==> config.mk <==
export PLATFORM = sky130hd
export DESIGN_NAME = mc_ctrl_fsm
export DESIGN_NICKNAME = d
export VERILOG_FILES = /design/src/rtl/klp32_ctrl_pkg.sv /design/src/rtl/mc_ctrl_outdec.sv /design/src/rtl/mc_ctrl_fsm.sv
export SDC_FILE = /design/constraint.sdc
export NUM_CORES = 1
export LEC_CHECK = 0
export ABC_AREA = 0
export CORE_UTILIZATION = 30
export DETAILED_ROUTE_END_ITERATION = 7
export GPL_TIMING_DRIVEN = 0
export PLACE_DENSITY = 0.66
export SLEW_MARGIN = 20
export SYNTH_ARGS = -nofsm -noshare
export SYNTH_HDL_FRONTEND = slang
export SYNTH_SLANG_ARGS = --single-unit
==> constraint.sdc <==
create_clock -name clk -period 4.35 [get_ports clk]
set_input_delay 0.87 -clock clk [delete_from_list [all_inputs] [get_ports clk]]
set_output_delay 0.87 -clock clk [all_outputs]
set_load 0.01 [all_outputs]
==> src/rtl/klp32_ctrl_pkg.sv <==
// Shared encodings for the KLP32 multi-cycle controller, immediate generator and datapath muxes.
// Holds the opcodes, FSM states, mux selects and the control-word bundle.
package klp32_ctrl_pkg;

   localparam logic [6:0] OP_LW  = 7'b0000011;
   localparam logic [6:0] OP_SW  = 7'b0100011;
   localparam logic [6:0] OP_R   = 7'b0110011;
   localparam logic [6:0] OP_I   = 7'b0010011;
   localparam logic [6:0] OP_BR  = 7'b1100011;
   localparam logic [6:0] OP_JAL = 7'b1101111;
   localparam logic [6:0] OP_LUI = 7'b0110111;

   typedef enum logic [3:0] {
      S_FETCH    = 4'd0,
      S_DECODE   = 4'd1,
      S_MEMADR   = 4'd2,
      S_MEMREAD  = 4'd3,
      S_MEMWB    = 4'd4,
      S_MEMWRITE = 4'd5,
      S_EXECR    = 4'd6,
      S_EXECI    = 4'd7,
      S_ALUWB    = 4'd8,
      S_BRANCH   = 4'd9,
      S_JAL      = 4'd10,
      S_LUI      = 4'd11,
      S_TRAP     = 4'd12
   } state_t;

   typedef enum logic [2:0] {
      IMM_I = 3'b000,
      IMM_S = 3'b001,
      IMM_B = 3'b010,
      IMM_U = 3'b011,
      IMM_J = 3'b100
   } imm_sel_t;

   typedef enum logic [1:0] {
      SRC_A_PC     = 2'b00,
      SRC_A_OLD_PC = 2'b01,
      SRC_A_RS1    = 2'b10
   } src_a_t;

   typedef enum logic [1:0] {
      SRC_B_RS2  = 2'b00,
      SRC_B_IMM  = 2'b01,
      SRC_B_FOUR = 2'b10
   } src_b_t;

   typedef enum logic [1:0] {
      ALU_ADD    = 2'b00,
      ALU_SUB    = 2'b01,
      ALU_FUNCT  = 2'b10,
      ALU_PASS_B = 2'b11
   } alu_op_t;

   typedef enum logic [1:0] {
      RES_ALU_OUT    = 2'b00,
      RES_READ_DATA  = 2'b01,
      RES_ALU_RESULT = 2'b10
   } result_src_t;

   typedef struct packed {
      logic        mem_req;
      logic        mem_we;
      logic        adr_src;
      logic        ir_write;
      logic        pc_write;
      logic        reg_write;
      imm_sel_t    imm_sel;
      src_a_t      alu_src_a;
      src_b_t      alu_src_b;
      alu_op_t     alu_op;
      result_src_t result_src;
      logic        illegal_instr;
   } ctrl_t;

   // Dispatch out of DECODE: unsupported opcodes fall into the trap state.
   function automatic state_t decode_next(input logic [6:0] opcode);
      state_t nxt;
      case (opcode)
         OP_LW, OP_SW: nxt = S_MEMADR;
         OP_R:         nxt = S_EXECR;
         OP_I:         nxt = S_EXECI;
         OP_BR:        nxt = S_BRANCH;
         OP_JAL:       nxt = S_JAL;
         OP_LUI:       nxt = S_LUI;
         default:      nxt = S_TRAP;
      endcase
      return nxt;
   endfunction

endpackage

==> src/rtl/mc_ctrl_outdec.sv <==
// Combinational control-word decode for the multi-cycle controller.
// Mostly Moore; ir_write/pc_write in FETCH and pc_write in BRANCH follow their inputs.
module mc_ctrl_outdec
   import klp32_ctrl_pkg::*;
(
   input  state_t     state,
   input  logic [6:0] opcode,
   input  logic [2:0] funct3,
   input  logic       zero,
   input  logic       mem_ready,
   output ctrl_t      ctrl
);

   // Only bit 0 separates beq from bne; the other funct3 bits are ignored.
   logic unused_funct3;
   assign unused_funct3 = ^funct3[2:1];

   always_comb begin
      // NOTE: full default first, so no path through the case can infer a latch.
      ctrl = '0;
      case (state)
         S_FETCH: begin
            ctrl.mem_req    = 1'b1;
            ctrl.alu_src_b  = SRC_B_FOUR;
            ctrl.result_src = RES_ALU_RESULT;
            ctrl.ir_write   = mem_ready;
            ctrl.pc_write   = mem_ready;
         end
         S_DECODE: begin
            ctrl.alu_src_a = SRC_A_OLD_PC;
            ctrl.alu_src_b = SRC_B_IMM;
            if (opcode == OP_JAL) ctrl.imm_sel = IMM_J;
            else                  ctrl.imm_sel = IMM_B;
         end
         S_MEMADR: begin
            ctrl.alu_src_a = SRC_A_RS1;
            ctrl.alu_src_b = SRC_B_IMM;
            if (opcode == OP_SW) ctrl.imm_sel = IMM_S;
            else                 ctrl.imm_sel = IMM_I;
         end
         S_MEMREAD: begin
            ctrl.mem_req = 1'b1;
            ctrl.adr_src = 1'b1;
         end
         S_MEMWB: begin
            ctrl.result_src = RES_READ_DATA;
            ctrl.reg_write  = 1'b1;
         end
         S_MEMWRITE: begin
            ctrl.mem_req = 1'b1;
            ctrl.mem_we  = 1'b1;
            ctrl.adr_src = 1'b1;
         end
         S_EXECR: begin
            ctrl.alu_src_a = SRC_A_RS1;
            ctrl.alu_op    = ALU_FUNCT;
         end
         S_EXECI: begin
            ctrl.alu_src_a = SRC_A_RS1;
            ctrl.alu_src_b = SRC_B_IMM;
            ctrl.alu_op    = ALU_FUNCT;
         end
         S_LUI: begin
            ctrl.alu_src_b = SRC_B_IMM;
            ctrl.imm_sel   = IMM_U;
            ctrl.alu_op    = ALU_PASS_B;
         end
         S_ALUWB: begin
            ctrl.reg_write = 1'b1;
         end
         S_BRANCH: begin
            ctrl.alu_src_a = SRC_A_RS1;
            ctrl.alu_op    = ALU_SUB;
            ctrl.pc_write  = zero ^ funct3[0];
         end
         S_JAL: begin
            ctrl.alu_src_a = SRC_A_OLD_PC;
            ctrl.alu_src_b = SRC_B_FOUR;
            ctrl.pc_write  = 1'b1;
         end
         S_TRAP: begin
            ctrl.illegal_instr = 1'b1;
         end
         default: ;
      endcase
   end

endmodule

==> src/rtl/mc_ctrl_fsm.sv <==
// KLP32 multi-cycle main controller: state register, next-state logic and output gating.
// One instruction at a time; memory states hold until mem_ready.
module mc_ctrl_fsm
   import klp32_ctrl_pkg::*;
#(
   parameter int IMM_SEL_W = 3,
   parameter int STATE_W   = 4
) (
   input  logic                 clk,
   input  logic                 rst_n,
   input  logic [6:0]           opcode,
   input  logic [2:0]           funct3,
   input  logic                 zero,
   input  logic                 mem_ready,
   output logic                 mem_req,
   output logic                 mem_we,
   output logic                 adr_src,
   output logic                 ir_write,
   output logic                 pc_write,
   output logic                 reg_write,
   output logic [IMM_SEL_W-1:0] imm_sel,
   output logic [1:0]           alu_src_a,
   output logic [1:0]           alu_src_b,
   output logic [1:0]           alu_op,
   output logic [1:0]           result_src,
   output logic                 retire,
   output logic                 illegal_instr,
   output logic [STATE_W-1:0]   state_o
);

   state_t state;
   state_t state_nxt;
   ctrl_t  ctrl;

   always_comb begin
      state_nxt = S_FETCH;
      case (state)
         S_FETCH:    if (mem_ready) state_nxt = S_DECODE;
                     else           state_nxt = S_FETCH;
         S_DECODE:   state_nxt = decode_next(opcode);
         S_MEMADR:   if (opcode == OP_SW) state_nxt = S_MEMWRITE;
                     else                 state_nxt = S_MEMREAD;
         S_MEMREAD:  if (mem_ready) state_nxt = S_MEMWB;
                     else           state_nxt = S_MEMREAD;
         S_MEMWRITE: if (mem_ready) state_nxt = S_FETCH;
                     else           state_nxt = S_MEMWRITE;
         S_EXECR,
         S_EXECI,
         S_LUI,
         S_JAL:      state_nxt = S_ALUWB;
         S_TRAP:     state_nxt = S_TRAP;
         default:    state_nxt = S_FETCH;
      endcase
   end

   always_ff @(posedge clk or negedge rst_n) begin
      // NOTE: sequential state uses non-blocking assignment only.
      if (!rst_n) state <= S_FETCH;
      else        state <= state_nxt;
   end

   mc_ctrl_outdec u_outdec (
      .state     (state),
      .opcode    (opcode),
      .funct3    (funct3),
      .zero      (zero),
      .mem_ready (mem_ready),
      .ctrl      (ctrl)
   );

   // NOTE: FETCH requests memory, so enables are gated by rst_n to stay quiet during reset.
   assign mem_req       = ctrl.mem_req       & rst_n;
   assign mem_we        = ctrl.mem_we        & rst_n;
   assign ir_write      = ctrl.ir_write      & rst_n;
   assign pc_write      = ctrl.pc_write      & rst_n;
   assign reg_write     = ctrl.reg_write     & rst_n;
   assign illegal_instr = ctrl.illegal_instr & rst_n;
   assign retire        = rst_n & (state != S_FETCH) & (state_nxt == S_FETCH);

   assign adr_src    = ctrl.adr_src;
   assign imm_sel    = IMM_SEL_W'(ctrl.imm_sel);
   assign alu_src_a  = ctrl.alu_src_a;
   assign alu_src_b  = ctrl.alu_src_b;
   assign alu_op     = ctrl.alu_op;
   assign result_src = ctrl.result_src;
   assign state_o    = STATE_W'(state);

endmodule

# Word-level counts from Yosys, hierarchy flattened

Cells that the tools add are included.

Equality and inequality tests: 19
Mux-type cells: 20
Bitwise logic cells: 9
Reductions and logical operators: 13

Operators with widths:

| operator                                            | count |
|---|---|
| case mux 4 bit (7 select lines)                     | 1 |
| case mux 4 bit (6 select lines)                     | 1 |
| equality test 7 x 6 -> 1 bit, second input constant | 3 |
| equality test 4 bit, second input constant          | 5 |
| equality test 4 x 3 -> 1 bit, second input constant | 4 |
| equality test 7 bit, second input constant          | 2 |
| two-way mux 3 bit                                   | 4 |
| case mux 2 bit (2 select lines)                     | 3 |
| OR reduction 2 bit                                  | 6 |
| OR reduction 4 bit                                  | 3 |
| case mux 3 bit (3 select lines)                     | 1 |
| bitwise AND 1 bit                                   | 8 |
| equality test 4 x 2 -> 1 bit, second input constant | 2 |
| logical NOT 4 bit                                   | 2 |
| two-way mux 1 bit                                   | 8 |
| equality test 7 x 2 -> 1 bit, second input constant | 1 |
| equality test 7 x 5 -> 1 bit, second input constant | 1 |
| case mux 2 bit (3 select lines)                     | 1 |
| equality test 4 x 1 -> 1 bit, second input constant | 1 |
| nonzero test 4 bit                                  | 1 |
| case mux 1 bit (3 select lines)                     | 1 |
| OR reduction 3 bit                                  | 1 |
| bitwise XOR 1 bit                                   | 1 |

Bits in registers: 4
Input port bits: 14
Logic and storage cells: 62

# Longest topological paths before layout

Gate-level depths: netlist of run 1.

Word-level depth: 6
Gate-level depth with buffers: 6
Mapped depth without buffers: 5

# Hierarchy

A second synthesis of run 1 with hierarchy kept.

Cell total of the unflattened synthesis: 106
Area total of the unflattened synthesis: 744.5 µm²

Modules (own cells, without submodules):

| module         | times used | cells an instance | area each (µm²) | sequential area each (µm²) |
|---|---|---|---|---|
| mc_ctrl_fsm    | 1          | 57                | 449.2           | 100.1 |
| mc_ctrl_outdec | 1          | 49                | 295.3           | 0.0 |

# Least setup slack after synthesis of run 1

OpenSTA, ideal clock, no wires.

Kind: input to output
Start: in opcode[5]
End: out retire
Data arrival time: 1.992 ns
Slack: 1.488 ns
Stages on the path: 5
Cell sequence: nand2_1 or4_4 nand4b_1 nand3b_1 nor4_1

Longest elaborated chain between the ends: 6

Ends and longest elaborated chain:

| what                                                                         | line                                    | RTL |
|---|---|---|
| start, declared                                                              | mc_ctrl_fsm.sv:11                       | `input logic [6:0] opcode,` |
| equality test 7 x 6 -> 1 bit or equality test 7 x 2 -> 1 bit (tied branches) | klp32_ctrl_pkg.sv:80, mc_ctrl_fsm.sv:41 |  |
| OR reduction 2 bit                                                           | klp32_ctrl_pkg.sv:80                    | `case (opcode)` |
| case mux 4 bit (6 select lines)                                              | klp32_ctrl_pkg.sv:80                    |  |
| case mux 4 bit (7 select lines) (*)                                          | mc_ctrl_fsm.sv:37                       | `case (state)` |
| named net state_nxt[2]                                                       | mc_ctrl_fsm.sv:32                       | `state_t state_nxt;` |
| logical NOT 4 bit (*)                                                        | mc_ctrl_fsm.sv:78                       | `assign retire = rst_n & (state != S_FETCH) & (state_nxt == S_FETCH);` |
| bitwise AND 1 bit (*)                                                        | mc_ctrl_fsm.sv:78                       |  |
| end, declared                                                                | mc_ctrl_fsm.sv:26                       | `output logic retire,` |

Mark *: on every way through the listed nets, which the timed path passes. The rest lies on a longest branch.

# Worst setup path after layout of run 1

Start: in opcode[4]
End: out retire

Longest elaborated chain between the ends: 6

Ends and longest elaborated chain:

| what                                                                         | line |
|---|---|
| equality test 7 x 6 -> 1 bit or equality test 7 x 2 -> 1 bit (tied branches) | klp32_ctrl_pkg.sv:80 |
| OR reduction 2 bit                                                           | klp32_ctrl_pkg.sv:80 |
| case mux 4 bit (6 select lines) (*)                                          | klp32_ctrl_pkg.sv:80 |
| case mux 4 bit (7 select lines) (*)                                          | mc_ctrl_fsm.sv:37 |
| named net state_nxt[0]                                                       | mc_ctrl_fsm.sv:32 |
| logical NOT 4 bit (*)                                                        | mc_ctrl_fsm.sv:78 |
| bitwise AND 1 bit (*)                                                        | mc_ctrl_fsm.sv:78 |

Marks and branches as above.

==> results.toml, run 1 <==
[power]
power_per_cell_area_nw_per_um2 = 462.4
p_leak_nw = 0.4332
peakVddDrop_mv = 0.2194
p_int_mw = 0.2786
p_sw_share_pct = 44.97
power_frac_seq_pct = 12.4
switchingPower_mw = 0.2276
clkPwrFrac_pct = 9.0
p_comb_share_pct = 78.7
total_power_mw = 0.5062

[job]
drv_cap = 0

[synth]
synth_nets = 120
ys_warn_count = 0
syn_inst = 106
synth-seq-area-share_pct = 14.16
synth_seq_cells = 4
synth.distinct_cells = 41
syn_area_um2 = 706.9
syn_avg_cell_area_um2 = 6.669

[drt]
wl_per_cell_um = 12.62
antenna_left = 0
drt-vias-per-instance = 5.347
drc_errors = 0
first_pass_iters = 4
wl_um = 2146
drtIter0Drc = 18
dr_total_vias = 909

[layout]
mostFrequentLayoutCells = "33 x clkdlybuf4s50_1, 16 x nand2_1, 14 x nor2_1"
largest_reg_flops = 4
diodes = 0
layoutNonFillerInstCount = 170
final_common_cell = "clkdlybuf4s50_1"
final_nets = 158
drive_gt1_share_pct = 8.451
synthToLayoutAreaGrowth_pct = 54.87

[global_route]
grt_start_max_net_pins = 11
antenna_found_initial = 0
grt_pass1_wl_um = 3546
grt_pass1_vias = 850
gr-total-overflow = 0
track_usage_pct = 18.16

[worst_setup_path]
crit_fanout = 5
worstPathRequired_ps = 3480
critPathKind = "input pin to output pin"
worst_setup_path_end_kind = "output pin"
regToRegSetupSlack_ps = 2940
startpoint_type = "input pin"
worstPathArrival_ps = 3040

[placed_design]
dp_hpwl_um = 1681
dp_cells = 167
gp_congestion = 0.8261
portBuffers = 33

[die]
io_pins = 37
die_h_um = 50.55
placementRows = 17
start_util_pct = 31.96
die_w_um = 50.55
die_area_um2 = 2555
coreArea_um2 = 2212

[timing]
hold_viol = 0
rsz0062_at_grt = "false"
relSlewSlack_pct = 68.38
clock_skew_ps = 1.977
slew_viol_final = 0
timing.fmax_mhz = 255.6
min_period_ps = 3913
worst_pin_slew_ps = 472.5
setup_viol = 0
final.period_utilization_pct = 89.95
tns_ps = 0

[cts]
hold_buffers = 0
postCtsSetupRepairBufs = 0
cts_root_buf = "clkbuf_4"
cts.clk_slew.worst_paths_ps = 40
insertion_delay_ps = 230
cts.repair.resized = 0
cts.sinks = 4
cts_max_path_buffers = 2
htree_num_levels = 1
cts_tree = "done"
cts_made_buffers = 3

[worst_hold_path]
hp-class = "register to register"

[run_status]
outcome = "complete, no violations"
## Yosys cell counts
cell type / instances / share of area, %
o21ai_0: 5 / 3.5
o21a_1: 1 / 1.1
nor4_1: 1 / 0.89
nand4b_1: 1 / 1.2
nand4_1: 2 / 1.8
nand3b_1: 1 / 1.1
dfrtp_1: 4 / 14
a22o_1: 1 / 1.2
nand2_1: 16 / 8.5
a221oi_2: 1 / 2.1
nand2b_1: 1 / 0.89
a22oi_1: 1 / 1.1
clkbuf_1: 1 / 0.53
o31ai_1: 1 / 1.1
nor2_1: 14 / 7.4
and2b_2: 1 / 1.2
or4_4: 1 / 1.6
o211a_1: 1 / 1.4
o2111ai_1: 1 / 1.2
nor3_1: 4 / 2.8
nor3b_1: 2 / 2.1
or2b_1: 1 / 1.1
buf_6: 2 / 3.2
mux2i_1: 1 / 1.4
inv_1: 2 / 1.1
nor2b_1: 6 / 5.3
xor2_1: 2 / 2.5
buf_2: 4 / 2.8
xnor2_1: 2 / 2.5
a31oi_1: 2 / 1.8
nand3_1: 3 / 2.1
and2_1: 2 / 1.8
a21oi_1: 6 / 4.2
and3_1: 3 / 2.7
o211ai_1: 1 / 1.1
or3_1: 1 / 0.89
a21boi_1: 1 / 1.1
o32a_1: 1 / 1.4
a32oi_1: 1 / 1.2
and3b_1: 3 / 3.7
or3b_1: 1 / 1.2
## kinds of logic (layout without fill, tap and decap cells)
kind of cell	count (synthesis)	in the layout	share of synthesized area, %
DFF	4	4	14.16
muxes	1	1	1.416
xor gates and xnor gates	4	4	4.957
AOI/OAI and AO/OA	24	24	23.54
and+or+nand+nor	64	64	48.32
buffers and inverters	9	45	7.610
## worst paths after layout
kind                       cells after the start                   end            startpoint
hold reg to reg                                2  state_o[0]$_DFF_PN0_  state_o[2]$_DFF_PN0_
setup / recovery                               7                retire             opcode[4]
min in group asynchronous                      1  state_o[3]$_DFF_PN0_                 rst_n
max in group asynchronous                      1  state_o[0]$_DFF_PN0_                 rst_n
hold / removal                                 2  state_o[0]$_DFF_PN0_  state_o[2]$_DFF_PN0_
setup reg to reg                               4  state_o[2]$_DFF_PN0_  state_o[2]$_DFF_PN0_
## layout make-up
class | instances | area (um2)
Buffer | 7 | 46.29
Clock buffer | 3 | 22.52
Fill cell | 246 | 1117
Inverter | 2 | 7.507
Multi-Input combinational cell | 93 | 553.0
Sequential cell | 4 | 100.1
Tap cell | 28 | 35.03
Timing Repair Buffer | 33 | 330.3
## metrics by stage
stage | cell area [um2] | setup slack, ps | util (%) | hold slack [ps]
3_3_place_gp | 1072 | 455.6 | 48.47 | 659.2
3_5_place_dp | 1072 | 433.0 | 48.47 | 668.9
6_report | 1095 | 437.1 | 49.49 | 678.3
4_1_cts | 1095 | 429.0 | 49.49 | 675.1
5_1_grt | 1095 | 303.4 | 49.49 | 720.9
2_1_floorplan | 706.9 | 1488 | - | 574.4
## routing by layer
metal | global-route usage [%] | vias to the layer above | wire [um]
li1 | - | 457 | -
met1 | 22.08 | 424 | 905
met2 | 29.33 | 26 | 1117
met3 | 5.152 | 2 | 114
met4 | 8.333 | 0 | 8
met5 | 0 | - | 0
## worst max-delay path: stages
cell             delay [ps]
clkdlybuf4s50_1         540
nand2_1                  90
or4_4                   500
and3b_1                 190
a221oi_2                280
nor4_1                   90
clkdlybuf4s50_1         480
## power by group through the flow
| stage | sequential (mW) | combinational (mW) | clock, mW |
|---|---|---|---|
| after floorplan | 0.0655 | 0.224 | 0 |
| after global placement | 0.0627 | 0.396 | 0 |
| after detailed placement | 0.0629 | 0.397 | 0 |
| after CTS | 0.0625 | 0.400 | 0.0476 |
| after global routing | 0.0645 | 0.437 | 0.0503 |
| final | 0.0626 | 0.398 | 0.0454 |
(Power assumes the default switching activity.)
==> run 2: changes to the inputs <==
--- a/config.mk
+++ b/config.mk
@@ -8,7 +8,6 @@
 export ABC_AREA = 0
 export CORE_UTILIZATION = 30
 export DETAILED_ROUTE_END_ITERATION = 7
-export GPL_TIMING_DRIVEN = 0
 export PLACE_DENSITY = 0.66
 export SLEW_MARGIN = 20
 export SYNTH_ARGS = -nofsm -noshare
==> run 2 against run 1 <==
Net effect:
- sequential power increased by 60%
- via count decreased by 2.3%
- die area unchanged
- critical path depth unchanged
- non-clock buffer count decreased by 6
- critical endpoint unchanged
- largest power group unchanged
- clock skew increased by 1.1 ps
==> results.toml, run 2 (synthesized netlist as in run 1, its figures left out) <==
[run_status]
outcome = "complete, no violations"

[worst_setup_path]
worstPathRequired_ps = 3480
crit_slowest_cell = "clkdlybuf4s50_1"
worstPathCellList = "clkdlybuf4s50_1 -> nand2_1 -> or4_4 -> nand4b_1 -> nand3b_1 -> nor4_1 -> clkdlybuf4s50_1"
path_common_cell = "clkdlybuf4s50_1"
worstPathArrival_ps = 3090
startpoint_type = "input pin"
cpPeakStageDelay_ps = 590
worst_setup_path_end_kind = "output pin"
critPathKind = "input pin to output pin"
crit_fanout = 5

[drt]
drc_errors = 0
first_pass_iters = 4
drt-vias-per-instance = 5.415
wl_per_cell_um = 12.41
drtIter0Drc = 17
antenna_left = 0
dr_total_vias = 888
wl_um = 2035

[power]
p_leak_nw = 0.4043
p_sw_share_pct = 45.71
switchingPower_mw = 0.2215
p_comb_share_pct = 69.4
clkPwrFrac_pct = 9.9
power_frac_seq_pct = 20.6
peakVddDrop_mv = 0.2664
p_int_mw = 0.2631
power_per_cell_area_nw_per_um2 = 457.9

[cts]
cts.clk_slew.worst_paths_ps = 40
htree_num_levels = 1
postCtsSetupRepairBufs = 0
cts.sinks = 4
cts.repair.resized = 0
insertion_delay_ps = 240
hold_buffers = 0
cts_root_buf = "clkbuf_4"
cts_made_buffers = 3
cts_max_path_buffers = 2
cts_tree = "done"

[timing]
holdWs_ps = 873.3
relSlewSlack_pct = 51.65
tns_ps = 0
slew_viol_final = 0
clock_skew_ps = 3.040
hold_viol = 0
setup_viol = 0
final.period_utilization_pct = 90.97
rsz0062_at_grt = "false"
worst_pin_slew_ps = 725.3
min_period_ps = 3957
timing.fmax_mhz = 252.7

[layout]
synthToLayoutAreaGrowth_pct = 49.74
mostFrequentLayoutCells = "34 x clkdlybuf4s50_1, 16 x nand2_1, 14 x nor2_1"
diodes = 0
fillers = 230
postLayoutCoreUtil_pct = 47.85
final_common_cell = "clkdlybuf4s50_1"
drive_gt1_share_pct = 4.412
largest_reg_flops = 4
layoutNonFillerInstCount = 164
final_nets = 152

[global_route]
track_usage_pct = 16.96
grt_pass1_wl_um = 3318
grt_pass1_vias = 826
grt_start_max_net_pins = 25
gr-total-overflow = 0
antenna_found_initial = 0

[die]
coreArea_um2 = 2212
die_w_um = 50.55
start_util_pct = 31.96
io_pins = 37
placementRows = 17
die_area_um2 = 2555
die_h_um = 50.55

[placed_design]
gp_congestion = 0.8416
portBuffers = 34
dp_hpwl_um = 1500
dp_cells = 161

[job]
drv_cap = 0

[worst_hold_path]
hp-class = "register to register"
-- run 2: metal layers --
metal / up-vias / global-route usage, % / wire length [um]
met5: - / 0 / 0
met4: 0 / 6.944 / 36
met3: 4 / 3.939 / 88
met2: 21 / 29.11 / 992
met1: 417 / 20.07 / 918
li1: 446 / - / -
-- run 2: path summary, 6_finish.rpt --
path	start	to	slack (ps)	cells after the start
worst max-delay path	opcode[4]	retire	390	7
worst min-delay path	state_o[3]$_DFF_PN0_	state_o[0]$_DFF_PN0_	870	3
worst max register to register	state_o[0]$_DFF_PN0_	state_o[2]$_DFF_PN0_	2640	4
worst min register to register	state_o[3]$_DFF_PN0_	state_o[0]$_DFF_PN0_	870	3
max in group asynchronous	rst_n	state_o[1]$_DFF_PN0_	3190	1
min in group asynchronous	rst_n	state_o[3]$_DFF_PN0_	900	1
-- run 2: stage by stage --
stage	worst slack, ps	total power, mW	area, um2
2_1_floorplan	1488	0.2891	706.9
3_3_place_gp	388.3	0.4364	1036
3_5_place_dp	393.2	0.4350	1036
4_1_cts	379.0	0.4856	1059
5_1_grt	339.8	0.5229	1059
6_report	392.7	0.4847	1059
-- run 2: worst max-delay path: cells and delay by family --
family | cells | cell delay, ps
buf+inv | 2 | 1140
simple gates | 5 | 1070
-- run 2: power by group through the flow --
stage,registers [mW],clock network (mW),logic [mW]
3_3_place_gp,0.0999,0,0.337
4_1_cts,0.0998,0.0484,0.337
5_1_grt,0.107,0.0499,0.366
3_5_place_dp,0.100,0,0.335
2_1_floorplan,0.0655,0,0.224
6_report,0.0999,0.0482,0.337
-- run 2: layout make-up --
cell class                      count  area [um2]  share of cell area (%)
Inverter                            2       7.507                  0.7092
Sequential cell                     4       100.1                   9.456
Tap cell                           28       35.03                   3.310
Timing Repair Buffer               34       340.3                   32.15
Multi-Input combinational cell     93       553.0                   52.25
Clock buffer                        3       22.52                   2.128
